===== src/rtl/decoder.sv =====
// Single-cycle instruction decoder: splits a 32-bit word into format-dependent
// fields and registers the result, giving one cycle of latency.
module decoder (
    input  logic        clk,
    input  logic        rst,
    input  logic [31:0] instruction,
    output logic [7:0]  opcode,
    output logic [3:0]  rde,
    output logic [3:0]  rs1,
    output logic [3:0]  rs2,
    output logic [3:0]  func,
    output logic [23:0] imm,
    output logic [2:0]  instr_type
);

    localparam logic [2:0] TYPE_R   = 3'b000;
    localparam logic [2:0] TYPE_M   = 3'b001;
    localparam logic [2:0] TYPE_F   = 3'b010;
    localparam logic [2:0] TYPE_J   = 3'b011;
    localparam logic [2:0] TYPE_B   = 3'b100;
    localparam logic [2:0] TYPE_E   = 3'b101;
    localparam logic [2:0] TYPE_INV = 3'b111;

    logic [7:0]  opcode_d, opcode_q;
    logic [3:0]  rde_d, rde_q;
    logic [3:0]  rs1_d, rs1_q;
    logic [3:0]  rs2_d, rs2_q;
    logic [3:0]  func_d, func_q;
    logic [23:0] imm_d, imm_q;
    logic [2:0]  type_d, type_q;

    // Format is chosen by the opcode's upper nibble; opcode 0x00 is reserved as invalid.
    always_comb begin
        opcode_d = instruction[7:0];
        rde_d    = 4'h0;
        rs1_d    = 4'h0;
        rs2_d    = 4'h0;
        func_d   = 4'h0;
        imm_d    = 24'h0;
        type_d   = TYPE_INV;
        case (instruction[7:4])
            4'h0: begin
                if (instruction[3:0] != 4'h0) begin
                    imm_d  = instruction[31:8];
                    type_d = TYPE_E;
                end
            end
            4'h1: begin
                rde_d  = instruction[11:8];
                rs1_d  = instruction[15:12];
                rs2_d  = instruction[19:16];
                imm_d  = {16'h0, instruction[27:20]};
                func_d = instruction[31:28];
                type_d = TYPE_R;
            end
            4'h2: begin
                rde_d  = instruction[11:8];
                rs1_d  = instruction[15:12];
                imm_d  = {{12{instruction[27]}}, instruction[27:16]};
                func_d = instruction[31:28];
                type_d = TYPE_M;
            end
            4'h3: begin
                rde_d  = instruction[11:8];
                rs1_d  = instruction[15:12];
                func_d = instruction[19:16];
                imm_d  = {12'h0, instruction[31:20]};
                type_d = TYPE_F;
            end
            4'h4: begin
                rde_d  = instruction[11:8];
                imm_d  = {{4{instruction[31]}}, instruction[31:12]};
                type_d = TYPE_J;
            end
            4'h5: begin
                func_d = instruction[11:8];
                imm_d  = {{4{instruction[31]}}, instruction[31:12]};
                type_d = TYPE_B;
            end
            default: begin
            end
        endcase
    end

    always_ff @(posedge clk) begin
        if (rst) begin
            opcode_q <= 8'h00;
            rde_q    <= 4'h0;
            rs1_q    <= 4'h0;
            rs2_q    <= 4'h0;
            func_q   <= 4'h0;
            imm_q    <= 24'h0;
            type_q   <= TYPE_INV;
        end else begin
            opcode_q <= opcode_d;
            rde_q    <= rde_d;
            rs1_q    <= rs1_d;
            rs2_q    <= rs2_d;
            func_q   <= func_d;
            imm_q    <= imm_d;
            type_q   <= type_d;
        end
    end

    assign opcode     = opcode_q;
    assign rde        = rde_q;
    assign rs1        = rs1_q;
    assign rs2        = rs2_q;
    assign func       = func_q;
    assign imm        = imm_q;
    assign instr_type = type_q;

endmodule


===== config.mk =====
export PLATFORM = sky130hd
export DESIGN_NAME = decoder
export DESIGN_NICKNAME = d
export VERILOG_FILES = /design/src/rtl/decoder.sv
export SDC_FILE = /design/constraint.sdc
export NUM_CORES = 1
export LEC_CHECK = 0
export ABC_AREA = 1
export CAP_MARGIN = 20
export CORE_AREA = 3 3 76 78
export DETAILED_ROUTE_END_ITERATION = 16
export DIE_AREA = 0 0 79 81
export PLACE_DENSITY_LB_ADDON = 0.05
export SETUP_SLACK_MARGIN = 0.15
export SYNTH_ARGS = -nofsm -noshare
export SYNTH_HDL_FRONTEND = slang
export SYNTH_SLANG_ARGS = --single-unit

===== constraint.sdc =====
create_clock -name clk -period 1.81 [get_ports clk]
set_clock_uncertainty 0.05 [all_clocks]
set_input_delay 0.543 -clock clk [delete_from_list [all_inputs] [get_ports clk]]
set_output_delay 0.543 -clock clk [all_outputs]
set_load 0.02 [all_outputs]

==> impl_metrics.ini, run 1 <==
[grt]
initial_antenna_violation_count = 0
grt_first_pass_wirelength_um = 10900
globalRouteOverflowTotal = 0
grt_pass1_vias = 2266
track_usage_pct = 21.79
grt_max_degree = 25

[layout]
layout.cell_area.non_filler_mm2 = 0.003379
antennaDiodeCount = 0
final_layout_size_suffix_gt1_share_pct = 13.41
layout.cells.non_filler = 480
layout_common_cells = nor2_1, nand3_1, dlygate4sd2_1, dfxtp_1, nand2_1
numnets_final = 443
syn2layout_area_growth_pct = 55.32

[detailed_routing]
route.detailed.wl_per_inst_um = 13.60
firstDrtPassIters = 4
num_vias = 2319
drcViolationCount = 0
dr.first_iter.drc_count = 151
postRouteAntennaNets = 0
routed_wl_um = 6527
route.detailed.vias_per_inst = 4.831

[setup_path]
critPathMaxFanout = 1
worstPathCellList = dlygate4sd2_1
worst-endpoint-arrival_ns = 0.97
setup.worst_path.start_class = flop
max_stage_delay_ns = 0.33
worst-setup-path-type = flop to output pin
worst_path_slowest_cell = dfxtp_1
crit_path_end_kind = output pin
cp_top_family = flip-flops
number_of_buffer_and_inverter_instances_along_the_worst_setup_path = 1
crit_required_ns = 1.22

[synth]
syn_avg_cell_area_um2 = 7.134
ys_top_cells_by_area = dfxtp_1, nand3_1, nor2_1
synth_area_leader_cell = dfxtp_1
ys_seq_elements = 51
synth.cell_area_mm2 = 0.002176
synth.yosys.warnings = 0
synth_sequential_area_ratio_pct = 46.92
synth.top_cell.area_share_pct = 46.92
synth_cells = 305
yosysUniqueCellTypes = 19
synthesis.nets = 339

[placed_design]
detailedPlace.worstSlack_ns = -0.2509
dp.cells = 471
placer_congestion = 0.8955
numPortBuffers = 84
post-dp-hpwl_um = 4941
placed_area_mm2 = 0.003264

[run_status]
result_of_the_run = finished clean

[clock_network]
clkTransAtPathRegs_ns = 0.09
cts_hold_buf = 0
ctsLongestPathBuffers = 2
cts_num_sinks = 51
tritoncts_clock_tree = yes
clockRootBuffer = clkbuf_8
ctsHtreeMaxLevel = 2
numCtsBuffers = 5

[timing]
layout_min_cycle_time_ns = 1.562
setup_violations = 0
max-slew-margin-rel_pct = 79.93
holdWs_ns = 0.4664
rsz0062_at_grt = false
min_period_over_period_pct = 86.28
worstMarginPinSlew_ns = 0.3001
final_max_slew_viol_count = 0
timing.fmax_ghz = 0.6404
setup_slack_ns = 0.2484
timing_hold_violations_final = 0

[power_and_ir_drop]
power.density_mw_per_mm2 = 747.7
total_power_uw = 2527
total_leakage_power_uw = 0.001727
ir_drop_worst_case_vdd_mv = 0.4554

[floorplanning]
io_pins = 85
core_area_mm2 = 0.005140
die-height_um = 81
floorplan.die_area_mm2 = 0.006399
width_of_the_die_um = 79
initial_utilization_pct = 42.33
std_cell_rows = 26

[worst_hold_path]
hold_path_class = input pin to flop

[run]
max-cap-violations = 0
[flip-flops by register name, indices dropped and copies added (netlist names)]
| name | cells |
|---|---|
| imm | 24 |
| opcode | 8 |
| func | 4 |
| rde | 4 |
| rs1 | 4 |
| rs2 | 4 |
| instr_type | 3 |
[where the power goes]
| group | switching [µW] | leakage, µW | internal, µW |
|---|---|---|---|
| Combinational | 246 | 0.00125 | 187 |
| Sequential | 8.05 | 0.000416 | 1160 |
| Clock | 376 | 0.0000644 | 551 |
[path summary, 6_finish.rpt]
| kind | depth (start not counted) | slack [ns] | start | end |
|---|---|---|---|---|
| worst min-delay path | 2 | 0.47 | instruction[4] | instr_type[0]$_SDFF_PP1_ |
| worst max-delay path | 1 | 0.25 | imm[14]$_SDFF_PP0_ | imm[14] |
[routing by layer]
metal	wire, µm	part of all wire [%]	vias up	GRT usage, %
met1	2990	46	1054	27.54
met3	407	6.2	6	4.989
met5	0	0	-	0
met2	3065	47	83	36.95
met4	63	0.97	0	6.873
li1	-	-	1176	-
[area by class of cell]
| type | instances | area, µm² |
|---|---|---|
| Inverter | 37 | 138.9 |
| Clock inverter | 3 | 67.56 |
| Clock buffer | 5 | 68.82 |
| Multi-Input combinational cell | 200 | 949.7 |
| Fill cell | 464 | 1760 |
| Tap cell | 70 | 87.58 |
| Sequential cell | 51 | 1021 |
| Timing Repair Buffer | 114 | 1046 |
[through the flow]
stage / TNS, ns / utilization, %
after floorplan: 0 / -
after global placement: -6.408 / 63.51
after detailed placement: -7.110 / 63.51
after CTS: 0 / 65.04
after global routing: 0 / 65.75
final: 0 / 65.75
[kinds of logic after synthesis]
| group | share of synthesized area (%) |
|---|---|
| AO/OA/AOI/OAI | 4.945 |
| buffers and inverters | 10.75 |
| flip-flops | 46.92 |
| AND/OR/NAND/NOR | 37.38 |
[cell usage after synthesis]
cell type  number
buf_2           4
buf_1           1
o21ai_1         1
inv_2           5
nor2_2          2
nor3_1          1
nand3_4         1
nand4_1        12
nor2_4          2
o211ai_2        1
nand2_1        45
a21oi_1        18
buf_6           1
inv_1          32
buf_4           5
nor2_1         59
nand3_1        58
dfxtp_1        51
clkbuf_1        6
[repair_timing]
action | CTS | global route
pin swaps | 1 | 2
buffers inserted | 0 | 1
gates resized for setup | 56 | 8
hold endpoints to repair | 0 | 0
endpoints found under the setup margin | 69 | 43
(Power assumes the default switching activity.)
==> inputs of run 2 (changes only) <==
GPL_TIMING_DRIVEN = 0   (was not set)
==> run 2 against run 1 <==
  * Core utilization decreased by 4.3 points
  * Fmax decreased by 2.4%
  * Hold slack improved by 0.0048 ns
  * Sequential power about the same
  * Count of clock-buffer cells in the layout unchanged
  * Sequential share of layout area increased by 2.1 points
  * Die area unchanged
  * Via count decreased by 2.8%
  * Non-clock buffer count decreased by 14
  * Largest power group unchanged
  * Highest routed layer unchanged
==> impl_metrics.ini, run 2 (synthesis gave the netlist of run 1 again) <==
[timing]
max-slew-margin-rel_pct = 71.93
holdWs_ns = 0.4712
layout_min_cycle_time_ns = 1.601
setup-tns-final_ns = 0
final_max_slew_viol_count = 0
min_period_over_period_pct = 88.44
worstMarginPinSlew_ns = 0.4210
setup_violations = 0
timing_hold_violations_final = 0
rsz0062_at_grt = false
timing.fmax_ghz = 0.6247

[setup_path]
max_stage_delay_ns = 0.46
cp_common_cell = nor2_1
crit_path_end_kind = flop
number_of_buffer_and_inverter_instances_along_the_worst_setup_path = 2
worst-endpoint-arrival_ns = 1.73
setup.worst_path.start_class = input pin
worstPathCellList = clkdlybuf4s50_1 > nor2_4 > nand2_4 > buf_4 > nand2_1 > nor2_1 > nor2_1 > nor2_1
crit_required_ns = 1.94
critPathMaxFanout = 10
cp_top_family = buffers and inverters
worst_path_slowest_cell = clkdlybuf4s50_1
worst-setup-path-type = input pin to flop

[layout]
most_frequent_standard_cell_in_the_layout_excluding_fill_and_tap_cells = nand3_1
antennaDiodeCount = 0
layout_common_cells = nand3_1, nor2_1, dlygate4sd2_1, dfxtp_1, nand2_1
layout.cells.non_filler = 466
filler_cell_count = 524
numnets_final = 429
largest_register_ffs = 24
final_layout_size_suffix_gt1_share_pct = 9.848
syn2layout_area_growth_pct = 45.14
layout.cell_area.non_filler_mm2 = 0.003158

[placed_design]
numPortBuffers = 82
placed_area_mm2 = 0.003084
placer_congestion = 0.8710
dp.cells = 457
post-dp-hpwl_um = 5001

[grt]
initial_antenna_violation_count = 0
grt_first_pass_wirelength_um = 10990
globalRouteOverflowTotal = 0
grt_pass1_vias = 2373
track_usage_pct = 21.70
grt_max_degree = 16

[detailed_routing]
firstDrtPassIters = 4
num_vias = 2253
drcViolationCount = 0
route.detailed.vias_per_inst = 4.835
postRouteAntennaNets = 0
routed_wl_um = 6448
dr.first_iter.drc_count = 153
route.detailed.wl_per_inst_um = 13.84

[run]
max-cap-violations = 0

[floorplanning]
io_pins = 85
die-height_um = 81
initial_utilization_pct = 42.33
std_cell_rows = 26
floorplan.die_area_mm2 = 0.006399
width_of_the_die_um = 79
core_area_mm2 = 0.005140

[worst_hold_path]
hold_path_class = input pin to flop

[clock_network]
cts_num_sinks = 51
clkTransAtPathRegs_ns = 0.09
clockRootBuffer = clkbuf_8
ctsHtreeMaxLevel = 2
tritoncts_clock_tree = yes
ctsLongestPathBuffers = 2
numCtsBuffers = 5

[power_and_ir_drop]
power.density_mw_per_mm2 = 696.6
total_leakage_power_uw = 0.001612
ir_drop_worst_case_vdd_mv = 0.3868

[run_status]
result_of_the_run = finished clean
==> run 2: final cells by class <==
| type | instances | area, µm² | share of cell area [%] |
|---|---|---|---|
| Sequential cell | 51 | 1021 | 32.33 |
| Multi-Input combinational cell | 200 | 959.7 | 30.39 |
| Timing Repair Buffer | 83 | 763.2 | 24.17 |
| Inverter | 37 | 138.9 | 4.398 |
| Buffer | 17 | 103.9 | 3.288 |
| Tap cell | 70 | 87.58 | 2.773 |
| Clock buffer | 5 | 68.82 | 2.179 |
| Clock inverter | 3 | 15.01 | 0.4754 |
==> run 2: stage by stage <==
| stage | util, % | worst slack, ns | total power, µW |
|---|---|---|---|
| floorplan | - | 0.3660 | 1394 |
| global placement | 60.00 | -0.3334 | 1610 |
| detailed placement | 60.00 | -0.3731 | 1611 |
| CTS | 60.91 | 0.1459 | 2214 |
| global route | 61.44 | 0.1452 | 2311 |
| finish | 61.44 | 0.2092 | 2200 |
==> run 2: per-layer routing <==
| layer | vias to the layer above | GRT usage (%) | wire (µm) |
|---|---|---|---|
| met1 | 1008 | 28.16 | 2853 |
| met3 | 9 | 4.656 | 504 |
| met5 | - | 0 | 0 |
| met2 | 82 | 34.68 | 3013 |
| met4 | 0 | 9.794 | 76 |
| li1 | 1154 | - | - |
==> run 2: where the power goes <==
group	internal (µW)	switching [µW]
Sequential	1160	7.08
Combinational	157	241
Clock	266	370
Total	1580	618
==> run 2: timing repair <==
| action | 4_1_cts | 5_1_grt |
|---|---|---|
| pin swaps | 1 | 3 |
| gates cloned | 0 | 0 |
| endpoints found under the setup margin | 86 | 10 |
| buffers inserted | 0 | 1 |
| hold buffers | 0 | 0 |
| resized for setup | 65 | 6 |
==> run 2: worst paths after layout <==
path                      startpoint                   end  slack, ns  cells past startpoint
worst max-delay path  instruction[0]     imm[7]$_SDFF_PP0_       0.21                      8
worst min-delay path  instruction[1]  opcode[1]$_SDFF_PP0_       0.47                      3
==> inputs of run 3 (changes only) <==
CAP_MARGIN = not set   (was 20)
RECOVER_POWER = 100   (was not set)
REMOVE_ABC_BUFFERS = 1   (was not set)
==> run 3 against run 2 <==
  * Sequential power barely moved
  * Wire length fell by 2.3%
  * Fmax fell by 3.4%
  * Worst setup slack got worse by 0.055 ns
  * Sequential share of layout area rose by 0.27 points
  * Largest cell class unchanged
==> impl_metrics.ini, run 3 (synthesis gave the netlist of run 1 again) <==
[power_and_ir_drop]
total_leakage_power_uw = 0.001572
ir_drop_worst_case_vdd_mv = 0.5211
power.density_mw_per_mm2 = 756.0
total_power_uw = 2368

[worst_hold_path]
whs_endpoint = instr_type[0]$_SDFF_PP1_
hold_path_class = input pin to flop
hold_depth = 2
min_from = instruction[4]

[detailed_routing]
firstDrtPassIters = 4
postRouteAntennaNets = 0
route.detailed.vias_per_inst = 4.941
dr.first_iter.drc_count = 149
drcViolationCount = 0
route.detailed.wl_per_inst_um = 13.81
num_vias = 2253
routed_wl_um = 6297

[floorplanning]
core_area_mm2 = 0.005140
die-height_um = 81
floorplan.die_area_mm2 = 0.006399
initial_utilization_pct = 42.33
width_of_the_die_um = 79
std_cell_rows = 26
io_pins = 85

[grt]
grt_first_pass_wirelength_um = 10430
initial_antenna_violation_count = 0
grt_max_degree = 26
globalRouteOverflowTotal = 0
track_usage_pct = 20.94
grt_pass1_vias = 2143

[clock_network]
ctsHtreeMaxLevel = 2
ctsLongestPathBuffers = 2
cts_hold_buf = 0
numCtsBuffers = 5
tritoncts_clock_tree = yes
clockRootBuffer = clkbuf_8
clkTransAtPathRegs_ns = 0.09
cts_num_sinks = 51

[layout]
largest_register_ffs = 24
filler_cell_count = 515
most_frequent_standard_cell_in_the_layout_excluding_fill_and_tap_cells = nand3_1
layout.cells.non_filler = 456
antennaDiodeCount = 0
syn2layout_area_growth_pct = 43.93
layout_common_cells = nand3_1, nor2_1, dfxtp_1, dlygate4sd2_1, nand2_1
final_layout_size_suffix_gt1_share_pct = 9.067
numnets_final = 419

[timing]
setup_violations = 0
worstMarginPinSlew_ns = 0.4779
layout_min_cycle_time_ns = 1.656
max-slew-margin-rel_pct = 68.14
min_period_over_period_pct = 91.51
rsz0062_at_grt = false
timing_hold_violations_final = 0
timing.fmax_ghz = 0.6038
setup-tns-final_ns = 0
final_max_slew_viol_count = 0

[setup_path]
crit_path_end_kind = flop
worst-endpoint-arrival_ns = 1.79
crit_required_ns = 1.94
critPathMaxFanout = 12
worst-setup-path-type = input pin to flop
setup.worst_path.start_class = input pin

[placed_design]
post-dp-hpwl_um = 4341
numPortBuffers = 84
placer_congestion = 0.8577
dp.cells = 442

[run]
max-cap-violations = 0

[run_status]
result_of_the_run = finished clean
-- run 3: cell count changes in the layout (fill, tap and decap cells not counted), moves of 2 or more --
cell,before,now
buf_4,8,4
nand2_2,1,3
inv_4,0,2
inv_2,5,2
dlygate4sd2_1,54,51
clkbuf_1,3,0
clkinv_2,3,1
-- run 3: cell type report --
type                            count  area (µm²)  area share, %
Inverter                           37       148.9          4.754
Multi-Input combinational cell    202       969.7          30.96
Clock buffer                        6       82.58          2.637
Sequential cell                    51        1021          32.60
Clock inverter                      2       35.03          1.119
Tap cell                           70       87.58          2.797
Timing Repair Buffer               88       787.0          25.13
-- run 3: timing repair --
action | in CTS | in global routing
endpoints found under the hold margin | 0 | 0
setup buffers | 4 | 0
gates cloned | 2 | 0
pin swaps | 5 | 0
gates resized for setup | 74 | 15
setup endpoints to repair | 94 | 35
-- run 3: worst max-delay path by stage --
stage / from / endpoint
3_3_place_gp: instruction[6] / rde[3]$_SDFF_PP0_
6_report: instruction[1] / imm[10]$_SDFF_PP0_
4_1_cts: instruction[1] / imm[10]$_SDFF_PP0_
5_1_grt: instruction[1] / imm[10]$_SDFF_PP0_
3_5_place_dp: instruction[6] / rde[0]$_SDFF_PP0_
2_1_floorplan: instruction[7] / rde[0]$_SDFF_PP0_
-- run 3: report_power, final --
part / switching [µW] / internal [µW]
sequential: 7.55 / 1160
clock: 362 / 447
combinational: 242 / 149
-- run 3: stage by stage --
stage          setup WS, ns  hold WS, ns  cell area (µm²)  utilization, %
3_5_place_dp         -1.447        1.048             3009           58.54
4_1_cts              0.1714       0.6482             3152           61.32
6_report             0.1537       0.5203             3132           60.93
2_1_floorplan       -0.1127       0.5621             2081               -
5_1_grt              0.1080       0.5408             3132           60.93
3_3_place_gp         -1.389        1.046             3009           58.54
-- run 3: critical path, cell delays in order --
cell,delay (ns)
clkdlybuf4s50_1,0.46
nor2_4,0.20
nand2_2,0.21
nand2_1,0.11
nor2_1,0.04
nor2_1,0.17
nor2_1,0.05
-- run 3: layer usage --
| layer | part of all wire [%] | wire length, µm | track usage (%) |
|---|---|---|---|
| met4 | 2.1 | 130 | 7.216 |
| met3 | 9.0 | 568 | 4.878 |
| met5 | 0 | 0 | 0 |
| met2 | 47 | 2947 | 33.84 |
| met1 | 42 | 2651 | 27.58 |
